--- config.mk ---
export PLATFORM = sky130hd
export DESIGN_NAME = pixel_uart_tx
export DESIGN_NICKNAME = d
export VERILOG_FILES = /design/src/rtl/pixel_uart_pkg.sv /design/src/rtl/pixel_uart_tx_byte.sv /design/src/rtl/pixel_uart_tx.sv
export SDC_FILE = /design/constraint.sdc
export NUM_CORES = 1
export LEC_CHECK = 0
export BUFFER_PORTS_ARGS = -buffer_cell sky130_fd_sc_hd__buf_2
export CAP_MARGIN = 20
export CELL_PAD_IN_SITES_DETAIL_PLACEMENT = 0
export CELL_PAD_IN_SITES_GLOBAL_PLACEMENT = 1
export CORE_MARGIN = 1
export CORE_UTILIZATION = 45
export CTS_BUF_LIST = sky130_fd_sc_hd__clkbuf_4
export CTS_CLUSTER_DIAMETER = 60
export CTS_CLUSTER_SIZE = 12
export DETAILED_ROUTE_END_ITERATION = 8
export PLACE_DENSITY = 0.87
export SLEW_MARGIN = 5
export SYNTH_ARGS = -nofsm -noshare
export SYNTH_HDL_FRONTEND = slang
export SYNTH_HIERARCHICAL = 1
export SYNTH_SLANG_ARGS = --single-unit
--- constraint.sdc ---
create_clock -name clk -period 3.7 [get_ports clk]
set_clock_uncertainty 0.15 [all_clocks]
set_input_delay 0.37 -clock clk [delete_from_list [all_inputs] [get_ports clk]]
set_output_delay 0.37 -clock clk [all_outputs]
set_load 0.005 [all_outputs]
--- src/rtl/pixel_uart_pkg.sv ---
// Shared constants and frame-FSM state encoding for the pixel UART transmitter.
// Bit indices count start (0), data (1..8) and stop (9) within one 8N1 byte.
package pixel_uart_pkg;

  localparam int unsigned OVERSAMPLE = 16;
  localparam int unsigned TICK_W     = $clog2(OVERSAMPLE);
  localparam int unsigned PIX_W      = 12;

  localparam int unsigned BIT_W = 4;
  localparam logic [BIT_W-1:0] BIT_START     = 4'd0;
  localparam logic [BIT_W-1:0] BIT_LAST_DATA = 4'd8;
  localparam logic [BIT_W-1:0] BIT_STOP      = 4'd9;

  typedef enum logic [2:0] {
    StIdle,
    StFetch,
    StLatch,
    StSendHi,
    StSendLo,
    StFinish
  } frame_state_e;

  function automatic logic [7:0] hi_byte(input logic [PIX_W-1:0] pix);
    return pix[11:4];
  endfunction

  function automatic logic [7:0] lo_byte(input logic [PIX_W-1:0] pix);
    return {pix[3:0], 4'b0000};
  endfunction

endpackage

--- src/rtl/pixel_uart_tx_byte.sv ---
// 8N1 byte serializer with its own baud tick generator.
// tx_done is high during the last clock of the stop bit so the caller can queue the next byte.
module uart_tx_byte
  import pixel_uart_pkg::*;
#(
  parameter int unsigned TIMER_FINAL_VALUE = 650
) (
  input  logic       clk,
  input  logic       rst,
  input  logic       tx_start,
  input  logic [7:0] tx_data,
  output logic       tx_done,
  output logic       tx
);

  localparam int unsigned TIMER_W = $clog2(TIMER_FINAL_VALUE + 2);
  localparam logic [TIMER_W-1:0] TIMER_LAST = TIMER_W'(TIMER_FINAL_VALUE);
  localparam logic [TICK_W-1:0]  TICK_LAST  = TICK_W'(OVERSAMPLE - 1);

  logic               active_q, active_d;
  logic [TIMER_W-1:0] timer_q, timer_d;
  logic [TICK_W-1:0]  tick_cnt_q, tick_cnt_d;
  logic [BIT_W-1:0]   bit_cnt_q, bit_cnt_d;
  logic [7:0]         shift_q, shift_d;
  logic               tx_q, tx_d;
  logic               tick;
  logic               bit_end;

  assign tick    = active_q && (timer_q == TIMER_LAST);
  assign bit_end = tick && (tick_cnt_q == TICK_LAST);
  assign tx_done = bit_end && (bit_cnt_q == BIT_STOP);
  assign tx      = tx_q;

  always_comb begin
    active_d   = active_q;
    timer_d    = timer_q;
    tick_cnt_d = tick_cnt_q;
    bit_cnt_d  = bit_cnt_q;
    shift_d    = shift_q;
    tx_d       = tx_q;
    if (!active_q) begin
      if (tx_start) begin
        // Start bit goes out on the same edge the byte is accepted.
        active_d   = 1'b1;
        timer_d    = '0;
        tick_cnt_d = '0;
        bit_cnt_d  = BIT_START;
        shift_d    = tx_data;
        tx_d       = 1'b0;
      end
    end else begin
      timer_d = tick ? '0 : timer_q + TIMER_W'(1);
      if (tick) begin
        tick_cnt_d = tick_cnt_q + TICK_W'(1);
      end
      if (bit_end) begin
        if (bit_cnt_q == BIT_STOP) begin
          active_d   = 1'b0;
          tick_cnt_d = '0;
          bit_cnt_d  = '0;
          tx_d       = 1'b1;
        end else begin
          bit_cnt_d = bit_cnt_q + BIT_W'(1);
          if (bit_cnt_q == BIT_LAST_DATA) begin
            tx_d = 1'b1;
          end else begin
            tx_d    = shift_q[0];
            shift_d = {1'b0, shift_q[7:1]};
          end
        end
      end
    end
  end

  always_ff @(posedge clk or posedge rst) begin
    if (rst) begin
      active_q   <= 1'b0;
      timer_q    <= '0;
      tick_cnt_q <= '0;
      bit_cnt_q  <= '0;
      shift_q    <= '0;
      tx_q       <= 1'b1;
    end else begin
      active_q   <= active_d;
      timer_q    <= timer_d;
      tick_cnt_q <= tick_cnt_d;
      bit_cnt_q  <= bit_cnt_d;
      shift_q    <= shift_d;
      tx_q       <= tx_d;
    end
  end

endmodule

--- src/rtl/pixel_uart_tx.sv ---
// Streams one frame of 12-bit pixels from an external frame memory over UART,
// two bytes per pixel in address order.
module pixel_uart_tx
  import pixel_uart_pkg::*;
#(
  parameter int unsigned IMAGE_WIDTH       = 4,
  parameter int unsigned IMAGE_HEIGHT      = 4,
  parameter int unsigned TIMER_FINAL_VALUE = 650,
  localparam int unsigned ADDR_W           = $clog2(IMAGE_WIDTH * IMAGE_HEIGHT)
) (
  input  logic              clk,
  input  logic              rst,
  input  logic              start,
  output logic              busy,
  output logic              done,
  output logic              rd_en,
  output logic [ADDR_W-1:0] rd_addr,
  input  logic [PIX_W-1:0]  rd_data,
  output logic              tx
);

  localparam logic [ADDR_W-1:0] LAST_ADDR = ADDR_W'(IMAGE_WIDTH * IMAGE_HEIGHT - 1);

  frame_state_e      state_q, state_d;
  logic              rd_en_q, rd_en_d;
  logic [ADDR_W-1:0] rd_addr_q, rd_addr_d;
  logic [PIX_W-1:0]  pix_q, pix_d;
  logic              busy_q, busy_d;
  logic              done_q, done_d;
  logic              tx_start_q, tx_start_d;
  logic [7:0]        tx_byte;
  logic              tx_done;

  // The serializer copies its byte on tx_start, so a state-based mux suffices here.
  assign tx_byte = (state_q == StSendLo) ? lo_byte(pix_q) : hi_byte(pix_q);

  assign busy    = busy_q;
  assign done    = done_q;
  assign rd_en   = rd_en_q;
  assign rd_addr = rd_addr_q;

  always_comb begin
    state_d    = state_q;
    rd_en_d    = 1'b0;
    rd_addr_d  = rd_addr_q;
    pix_d      = pix_q;
    busy_d     = busy_q;
    done_d     = 1'b0;
    tx_start_d = 1'b0;
    unique case (state_q)
      StIdle: begin
        if (start) begin
          state_d   = StFetch;
          rd_en_d   = 1'b1;
          rd_addr_d = '0;
          busy_d    = 1'b1;
        end
      end
      StFetch: begin
        state_d = StLatch;
      end
      StLatch: begin
        pix_d      = rd_data;
        tx_start_d = 1'b1;
        state_d    = StSendHi;
      end
      StSendHi: begin
        if (tx_done) begin
          tx_start_d = 1'b1;
          state_d    = StSendLo;
        end
      end
      StSendLo: begin
        if (tx_done) begin
          if (rd_addr_q == LAST_ADDR) begin
            state_d = StFinish;
          end else begin
            rd_addr_d = rd_addr_q + ADDR_W'(1);
            rd_en_d   = 1'b1;
            state_d   = StFetch;
          end
        end
      end
      StFinish: begin
        done_d  = 1'b1;
        busy_d  = 1'b0;
        state_d = StIdle;
      end
      default: begin
        state_d = StIdle;
        busy_d  = 1'b0;
      end
    endcase
  end

  always_ff @(posedge clk or posedge rst) begin
    if (rst) begin
      state_q    <= StIdle;
      rd_en_q    <= 1'b0;
      rd_addr_q  <= '0;
      pix_q      <= '0;
      busy_q     <= 1'b0;
      done_q     <= 1'b0;
      tx_start_q <= 1'b0;
    end else begin
      state_q    <= state_d;
      rd_en_q    <= rd_en_d;
      rd_addr_q  <= rd_addr_d;
      pix_q      <= pix_d;
      busy_q     <= busy_d;
      done_q     <= done_d;
      tx_start_q <= tx_start_d;
    end
  end

  uart_tx_byte #(
    .TIMER_FINAL_VALUE(TIMER_FINAL_VALUE)
  ) u_byte (
    .clk     (clk),
    .rst     (rst),
    .tx_start(tx_start_q),
    .tx_data (tx_byte),
    .tx_done (tx_done),
    .tx      (tx)
  );

endmodule

* Yosys cells after proc, flatten, opt, wreduce, memory -nomap -nowiden *
Cells that the tools add are included.

operators by class
  $add $sub $neg = 4
  equality and inequality tests = 17
  multiplexer cells = 44
  bitwise logic cells = 1
  reduce and logical (&&, ||, !) cells = 12

operator list
  cell                                                             count
  8-bit 2-to-1 mux                                                 6
  4-bit 2-to-1 mux                                                 11
  10-bit 2-to-1 mux                                                3
  4-bit == test, second input constant                             4
  1-bit 2-to-1 mux                                                 15
  3-bit case mux with 5 select lines                               1
  2-bit inequality test, second input constant                     7
  4-bit by 1-bit adder with 4-bit output, second input constant    3
  3-bit 2-to-1 mux                                                 4
  10-bit by 1-bit adder with 10-bit output, second input constant  1
  10-bit == test, second input constant                            1
  4-bit case mux with 2 select lines                               1
  4-bit AND reduction                                              2
  3-bit by 2-bit == test with 1-bit output, second input constant  2
  3-bit == test, second input constant                             2
  1-bit case mux with 2 select lines                               3
  2-bit AND reduction                                              2
  2-bit nonzero test                                               2
  4-bit OR reduction                                               1
  3-bit by 1-bit == test with 1-bit output, second input constant  1
  1-bit logical AND                                                3
  3-bit logical NOT                                                1
  3-bit AND reduction                                              1
  1-bit inverter                                                   1

word-level totals
  bits in registers = 51
  output and inout bits = 8
  word-level logic and storage cells = 91

* Logic depth before layout (Yosys ltp) *
Gate-level depths: netlist of run 1.

  word-level depth = 6
  mapped depth = 8
  gate-level depth less buffers = 8

* Hierarchy *
The synthesis of run 1 kept the hierarchy.

by module, submodules not included
  module         times used  cells an instance  area each (um2)
  uart_tx_byte   1           156                1,475.2
  pixel_uart_tx  1           85                 1,044.8

* Least setup slack after synthesis of run 1 *
No wires, ideal clock.

  path kind = reg-to-reg
  start point = reg u_byte.timer_q[2]
  end point = reg rd_addr_q[2] (netlist: rd_addr[2])
  arrival = 2.546 ns
  required time = 3.424 ns
  slack = 0.878 ns
  stages on the path, launching flop included = 7
  cell sequence = dfrtp_1 or4_4 or3_1 nor3_1 mux2i_1 a2111o_1 a221o_1

between the ends
  cells in the longest elaborated chain, start to end = 6

ends and longest elaborated chain
  what                             RTL line                  text
  start: declaration               pixel_uart_tx_byte.sv:21  logic [TIMER_W-1:0] timer_q, timer_d;
  start signal: assignment         pixel_uart_tx_byte.sv:85  timer_q <= timer_d;
  10-bit == test                   pixel_uart_tx_byte.sv:29  assign tick = active_q && (timer_q == TIMER_LAST);
  1-bit logical AND                pixel_uart_tx_byte.sv:29
  1-bit logical AND                pixel_uart_tx_byte.sv:30  assign bit_end = tick && (tick_cnt_q == TICK_LAST);
  1-bit logical AND                pixel_uart_tx_byte.sv:31  assign tx_done = bit_end && (bit_cnt_q == BIT_STOP);
  named net tx_done                pixel_uart_tx.sv:32       logic tx_done;
  2-bit inequality test (no line)  -
  4-bit AND reduction (no line)    -
  end signal: assignment           pixel_uart_tx.sv:108      rd_addr_q <= rd_addr_d;
  end: declaration                 pixel_uart_tx.sv:26       logic [ADDR_W-1:0] rd_addr_q, rd_addr_d;

The timed path passes the listed nets, and every way through them passes these cells.
A chain may end at the register's enable or synchronous reset.

* Final worst setup path of run 1 *
  start point = reg u_byte.bit_cnt_q[1]
  end point = reg rd_addr_q[2] (netlist: rd_addr[2])

between the ends
  cells in the longest elaborated chain, start to end = 4

ends and longest elaborated chain
  what                             RTL line                  text
  start: declaration               pixel_uart_tx_byte.sv:23  logic [BIT_W-1:0] bit_cnt_q, bit_cnt_d;
  start signal: assignment         pixel_uart_tx_byte.sv:87  bit_cnt_q <= bit_cnt_d;
  4-bit == test                    pixel_uart_tx_byte.sv:31
  1-bit logical AND                pixel_uart_tx_byte.sv:31
  named net tx_done                pixel_uart_tx.sv:32
  2-bit inequality test (no line)  -
  4-bit AND reduction (no line)    -

The timed path passes the listed nets, and every way through them passes these cells.

==> metrics, run 1 <==
CP Launch Type=flip-flop; Final ANT Viol Nets=0; last weighted congestion value of the routability-driven placer=0.782; Vias per Instance=5.57; Post CTS Setup Buffer Count=0; Max Slew Vio Count=0; Die Y=76.8 um; H-tree depth=2; Data required, critical path=3.83 ns; vias in the first global route=1890; Worst Path Arrival=2.93 ns; Slew Limit Headroom=32.6%; # rows=26; Max IR drop VDD=0.000140 V; # setup viols final=0; share of cells above drive strength 1=21.0%; combinational power share=4.3%; clock power share=34.7%; area delta synth->final=12.0%; RSZ-0062 raised after global routing=no; non-filler cells, final=337; ys async rst share=100%; CTS clk-pin slew, worst paths=0.16 ns; global-route wire length before repair=8.84 mm; status=finished clean; CTS tree=built; Multi-input gate area=0.00115 mm^2; fmax=357 MHz; final worst-path cycle share=75.7%; die area=0.00590 mm^2; Worst-Skew Late Latency=0.37 ns; initial antenna violation count=0; via count=1877; GRT Util Overall=18.8%; pin count of the biggest net entering global routing=24; Total Neg Setup Slack=0 ns; I/O Buffers=22; Residual DRC=0; crit-path cells=nor3b_1, nand3_1, nor3_1, buf_4, mux2i_1, a2111o_1, a221o_1; DP HPWL=3.51 mm; Worst R2R Start=u_byte/bit_cnt_q[1]; internal power=734 uW; net switching power=208 uW; Final Hold Fails=0; Post-Syn Nets=260; wire length per cell=14.5 um; number of synthesis warnings=6; Netlist Area Pre-Place=0.00252 mm^2; CTS Buffer Depth=2; First-pass DRT Iterations=4; CP max stage cell=nor3b_1; Nets=285; post-synthesis cell type count=47; Routed WL=4.90 mm; placed cell count=328; Fin Hold WS=0.0602 ns; PwrDens=334 mW/mm^2; clk root buf=clkbuf_4; Post-synth EDFFs=0; Tightest Pin Transition=1.01 ns; kind of critical path=reg2reg; synthesized netlist cell count=241; Initial Util=48.1%; n_diodes=0; GRT overflow=0; CP endpoint kind=flip-flop; hold path start=rd_data[2]; dpl ws=0.897 ns; Placeable Area=0.00524 mm^2; part of the Yosys area used for sequential elements=50.7%; slowest stage delay, CP=0.65 ns; LEAKAGE=1.24 nW; die width=76.8 um; Fillers=468; most common cell after layout, fill and taps aside=dfrtp_1; Reg power frac=61.0%; Main synth FF type=dfrtp_1; commonest cells after routing, fill and taps aside=50 x dfrtp_1, 22 x buf_2, 21 x o21ai_0; Hold Crit Class=in2reg; synthesized area per cell=10.5 um^2; CTS sink count=51; Max-Cap Viols=0; Num CTS Buffers=5; Setup crit start=u_byte/bit_cnt_q[1]; FF+latch area=0.00128 mm^2; Setup WS post-layout=0.900 ns; crit path max fanout=8; Min Clock Period, post-route=2.80 ns; 1st-iter DRT viols=142; Net Sw Frac=22.1%; number of synthesized register bits=51; I/O pin cnt=23
routing by layer:
metal	global-route usage [%]	share of wire, %	up-vias
met3	5.00	3.2	2
met2	27.0	45	37
met5	0	0	-
met4	5.19	0.49	0
met1	27.6	51	899
li1	-	-	939
final timing paths:
kind	end	slack (ns)	cells past startpoint
min in group asynchronous	u_byte/timer_q[9]	0.44	3
worst max-delay path	rd_addr[2]	0.90	7
worst min-delay path	pix_q[2]	0.06	2
worst min register to register	u_byte/tx	0.35	2
worst max register to register	rd_addr[2]	0.90	7
max in group asynchronous	tx_start_q	2.33	3
registers in the layout, summed over array words and instances, names as in the netlist, 3 cells and up:
register,count
pix_q,12
rd_addr,4
state_q,3
u_byte/bit_cnt_q,4
u_byte/shift_q,8
u_byte/tick_cnt_q,4
u_byte/timer_q,10
cells in the mapped netlist, types with 3 or more instances:
cell       instances  share of area (%)
a21o_1             5                1.5
a21oi_1            8                1.6
a2bb2oi_1          7                2.4
buf_2              4               0.79
clkbuf_1           4               0.60
dfrtp_1           50                 50
ha_1               4                2.0
inv_1             13                1.9
mux2_2            16                7.1
mux2i_1            4                1.6
nand2_1           18                2.7
nand2b_1           3               0.74
nand3_1           10                2.0
nand4_1            3               0.74
nor2_1             8                1.2
nor2b_1            5                1.2
nor3_1             7                1.4
nor3b_1            5                1.5
nor4_1             3               0.74
o21ai_0           21                4.2
o22ai_1            6                1.5
or3_1              5                1.2
or4_1              3               0.89
metrics by stage:
stage / total power, mW / instance area [um^2] / utilization [%]
2_1_floorplan: 0.607 / 2520 / -
6_report: 0.943 / 2820 / 53.9
3_3_place_gp: 0.621 / 2700 / 51.6
3_5_place_dp: 0.626 / 2730 / 52.1
4_1_cts: 0.955 / 2820 / 53.9
5_1_grt: 0.987 / 2820 / 53.9
cell families (layout without fill, tap and decap cells):
logic type      Yosys count  after routing  synth area share [%]
buf+inv                  22             48                  3.53
mux                      20             20                  8.74
compound gates           63             63                  17.0
flops                    51             51                  50.7
fa+ha+maj                 4              4                  1.99
xor+xnor                  1              1                 0.348
simple gates             80             80                  17.7
timing repair:
item                      in CTS  in global routing
hold buffers                   1                  0
hold endpoints to repair      11                  0
resized for setup              0                  0
critical path: cells and delay by family, from the launching register on:
family / cells / cell delay (ns)
buffers and inverters: 1 / 0.17
AND/OR/NAND/NOR: 3 / 1.10
AO/OA/AOI/OAI: 2 / 0.76
multiplexers: 1 / 0.07
flip-flops: 1 / 0.47
final cells by class:
cell class	instances	share of cell area [%]
multi-input cells	168	40.9
well taps	70	3.10
flip-flops and latches	51	45.3
clock buffers	5	1.33
repair buffers	27	6.03
clock inverters	3	1.64
inverters	13	1.73
power groups by stage:
stage / clock [mW] / sequential [mW] / combinational (mW)
6_report: 0.327 / 0.575 / 0.0406
4_1_cts: 0.338 / 0.575 / 0.0424
5_1_grt: 0.364 / 0.576 / 0.0467
2_1_floorplan: 0 / 0.583 / 0.0239
3_3_place_gp: 0 / 0.584 / 0.0367
3_5_place_dp: 0 / 0.585 / 0.0414
(Power assumes the default switching activity.)
==> run 2, diff against run 1 <==
--- a/config.mk
+++ b/config.mk
@@ -10,12 +10,12 @@
 export CELL_PAD_IN_SITES_DETAIL_PLACEMENT = 0
 export CELL_PAD_IN_SITES_GLOBAL_PLACEMENT = 1
 export CORE_MARGIN = 1
-export CORE_UTILIZATION = 45
+export CORE_UTILIZATION = 44
 export CTS_BUF_LIST = sky130_fd_sc_hd__clkbuf_4
 export CTS_CLUSTER_DIAMETER = 60
 export CTS_CLUSTER_SIZE = 12
 export DETAILED_ROUTE_END_ITERATION = 8
-export PLACE_DENSITY = 0.87
+export PLACE_DENSITY = 0.88
 export SLEW_MARGIN = 5
 export SYNTH_ARGS = -nofsm -noshare
 export SYNTH_HDL_FRONTEND = slang
==> constraint.sdc (replaced) <==
create_clock -name clk -period 2.4 [get_ports clk]
set_clock_uncertainty 0.15 [all_clocks]
set_input_delay 0.24 -clock clk [delete_from_list [all_inputs] [get_ports clk]]
set_output_delay 0.24 -clock clk [all_outputs]
set_load 0.005 [all_outputs]
==> run 2 against run 1 <==
Against the previous run: the flow now finishes with violations (setup timing); via count up 11%; critical endpoint unchanged; highest routed layer unchanged; cell area rose by 12%; clock power increased by 31%; sequential power is 54% higher; largest cell class unchanged.
==> metrics, run 2 (synthesis gave the netlist of run 1 again) <==
status=finished with violations; failing checks=setup timing; global-route wire length before repair=9.23 mm; crit path max fanout=4; First-pass DRT Iterations=4; post-layout util=57.4%; Worst Path Arrival=2.56 ns; CP endpoint kind=flip-flop; most common cell after layout, fill and taps aside=dfrtp_1; Fin Hold WS=0.0851 ns; kind of critical path=reg2reg; H-tree depth=2; FF+latch area=0.00128 mm^2; vias in the first global route=2001; Worst-Skew Late Latency=0.38 ns; clk root buf=clkbuf_4; Tightest Pin Transition=0.860 ns; share of cells above drive strength 1=29.4%; final worst-path cycle share=102%; n_diodes=0; Initial Util=45.8%; CTS Buffer Depth=2; CTS sink count=51; pin count of the biggest net entering global routing=29; Die Y=77.7 um; LEAKAGE=1.43 nW; dpl ws=-0.131 ns; non-filler cells, final=381; Regs by FF count=pix_q: 12 flops, u_byte/timer_q: 10 flops, u_byte/shift_q: 8 flops; last weighted congestion value of the routability-driven placer=0.762; Num CTS Buffers=5; Final Hold Fails=0; fmax=409 MHz; total power=1.39 mW; I/O Buffers=22; # rows=27; Max-Cap Viols=0; Total Neg Setup Slack=-0.0794 ns; CTS clk-pin slew, worst paths=0.16 ns; CP Launch Type=flip-flop; via count=2075; Nets=327; Placeable Area=0.00551 mm^2; GRT overflow=0; Final Cell Area=0.00316 mm^2; Vias per Instance=5.45; PwrDens=439 mW/mm^2; I/O pin cnt=23; Fillers=459; wire length per cell=13.9 um; Residual DRC=0; Data required, critical path=2.52 ns; Final ANT Viol Nets=0; # setup viols final=2; CTS tree=built; Routed WL=5.30 mm; Slew Limit Headroom=42.6%; Hold Crit Class=in2reg; RSZ-0062 raised after global routing=yes; Max Slew Vio Count=0; Max IR drop VDD=0.000332 V; GRT Util Overall=19.5%; initial antenna violation count=0; placed cell count=359; Setup WS post-layout=-0.0452 ns; Largest register FFs=12; commonest cells after routing, fill and taps aside=50 x dfrtp_1, 34 x buf_4, 22 x buf_2; Multi-input gate area=0.00119 mm^2; die width=77.7 um; area delta synth->final=25.5%; dpl cell area=0.00294 mm^2; largest reg by FF count=pix_q; DP HPWL=3.65 mm; 1st-iter DRT viols=152; die area=0.00603 mm^2; Min Clock Period, post-route=2.45 ns
[run 2: cell count changes in the layout (fill, tap and decap cells not counted), moves of 2 or more]
cell           before  now
a2bb2oi_1           7    5
buf_4               3   34
a2bb2oi_2           0    2
dlygate4sd3_1       1   13
[run 2: path summary, 6_finish.rpt]
path                                   startpoint           endpoint  slack [ns]  cells past startpoint
worst max-delay path            u_byte/timer_q[8]         rd_addr[2]       -0.05                      6
worst min-delay path                        start               busy        0.09                      3
worst max register to register  u_byte/timer_q[8]         rd_addr[2]       -0.05                      6
worst min register to register          u_byte/tx          u_byte/tx        0.37                      2
max in group asynchronous                     rst              rd_en        1.12                      3
min in group asynchronous                     rst  u_byte/timer_q[5]        0.33                      4
[run 2: repair_timing]
item / 4_1_cts / 5_1_grt
gates cloned: 0 / 0
resized for setup: 1 / 2
hold buffers: 13 / 0
pin swaps: 2 / 2
hold endpoints to repair: 62 / 0
endpoints found under the setup margin: 13 / 7
setup buffers: 1 / 0
[run 2: power by group]
part	switching, mW	total (mW)	internal, mW
sequential	0.00913	0.886	0.877
combinational	0.0321	0.0745	0.0424
clock	0.303	0.427	0.125
[run 2: layer usage]
metal	global-route usage, %	wire length [um]	vias to the layer above
met1	24.8	2440	998
met5	0	0	-
met3	4.12	176	5
met4	5.66	44	0
met2	33.3	2640	46
li1	-	-	1026
[run 2: cell type report]
type | instances | share of cell area, %
clock buffer | 5 | 1.19
clock inverter | 3 | 0.831
inverter | 13 | 1.54
multi-input combinational | 168 | 37.5
sequential | 51 | 40.4
tap | 72 | 2.85
timing repair buffer | 69 | 15.7
[run 2: critical path, stage by stage (launching register included)]
cell,delay (ns)
dfrtp_1,0.41
or4_4,0.54
or3_4,0.35
nor3_4,0.13
mux2i_1,0.09
a2111o_1,0.35
a221o_1,0.33
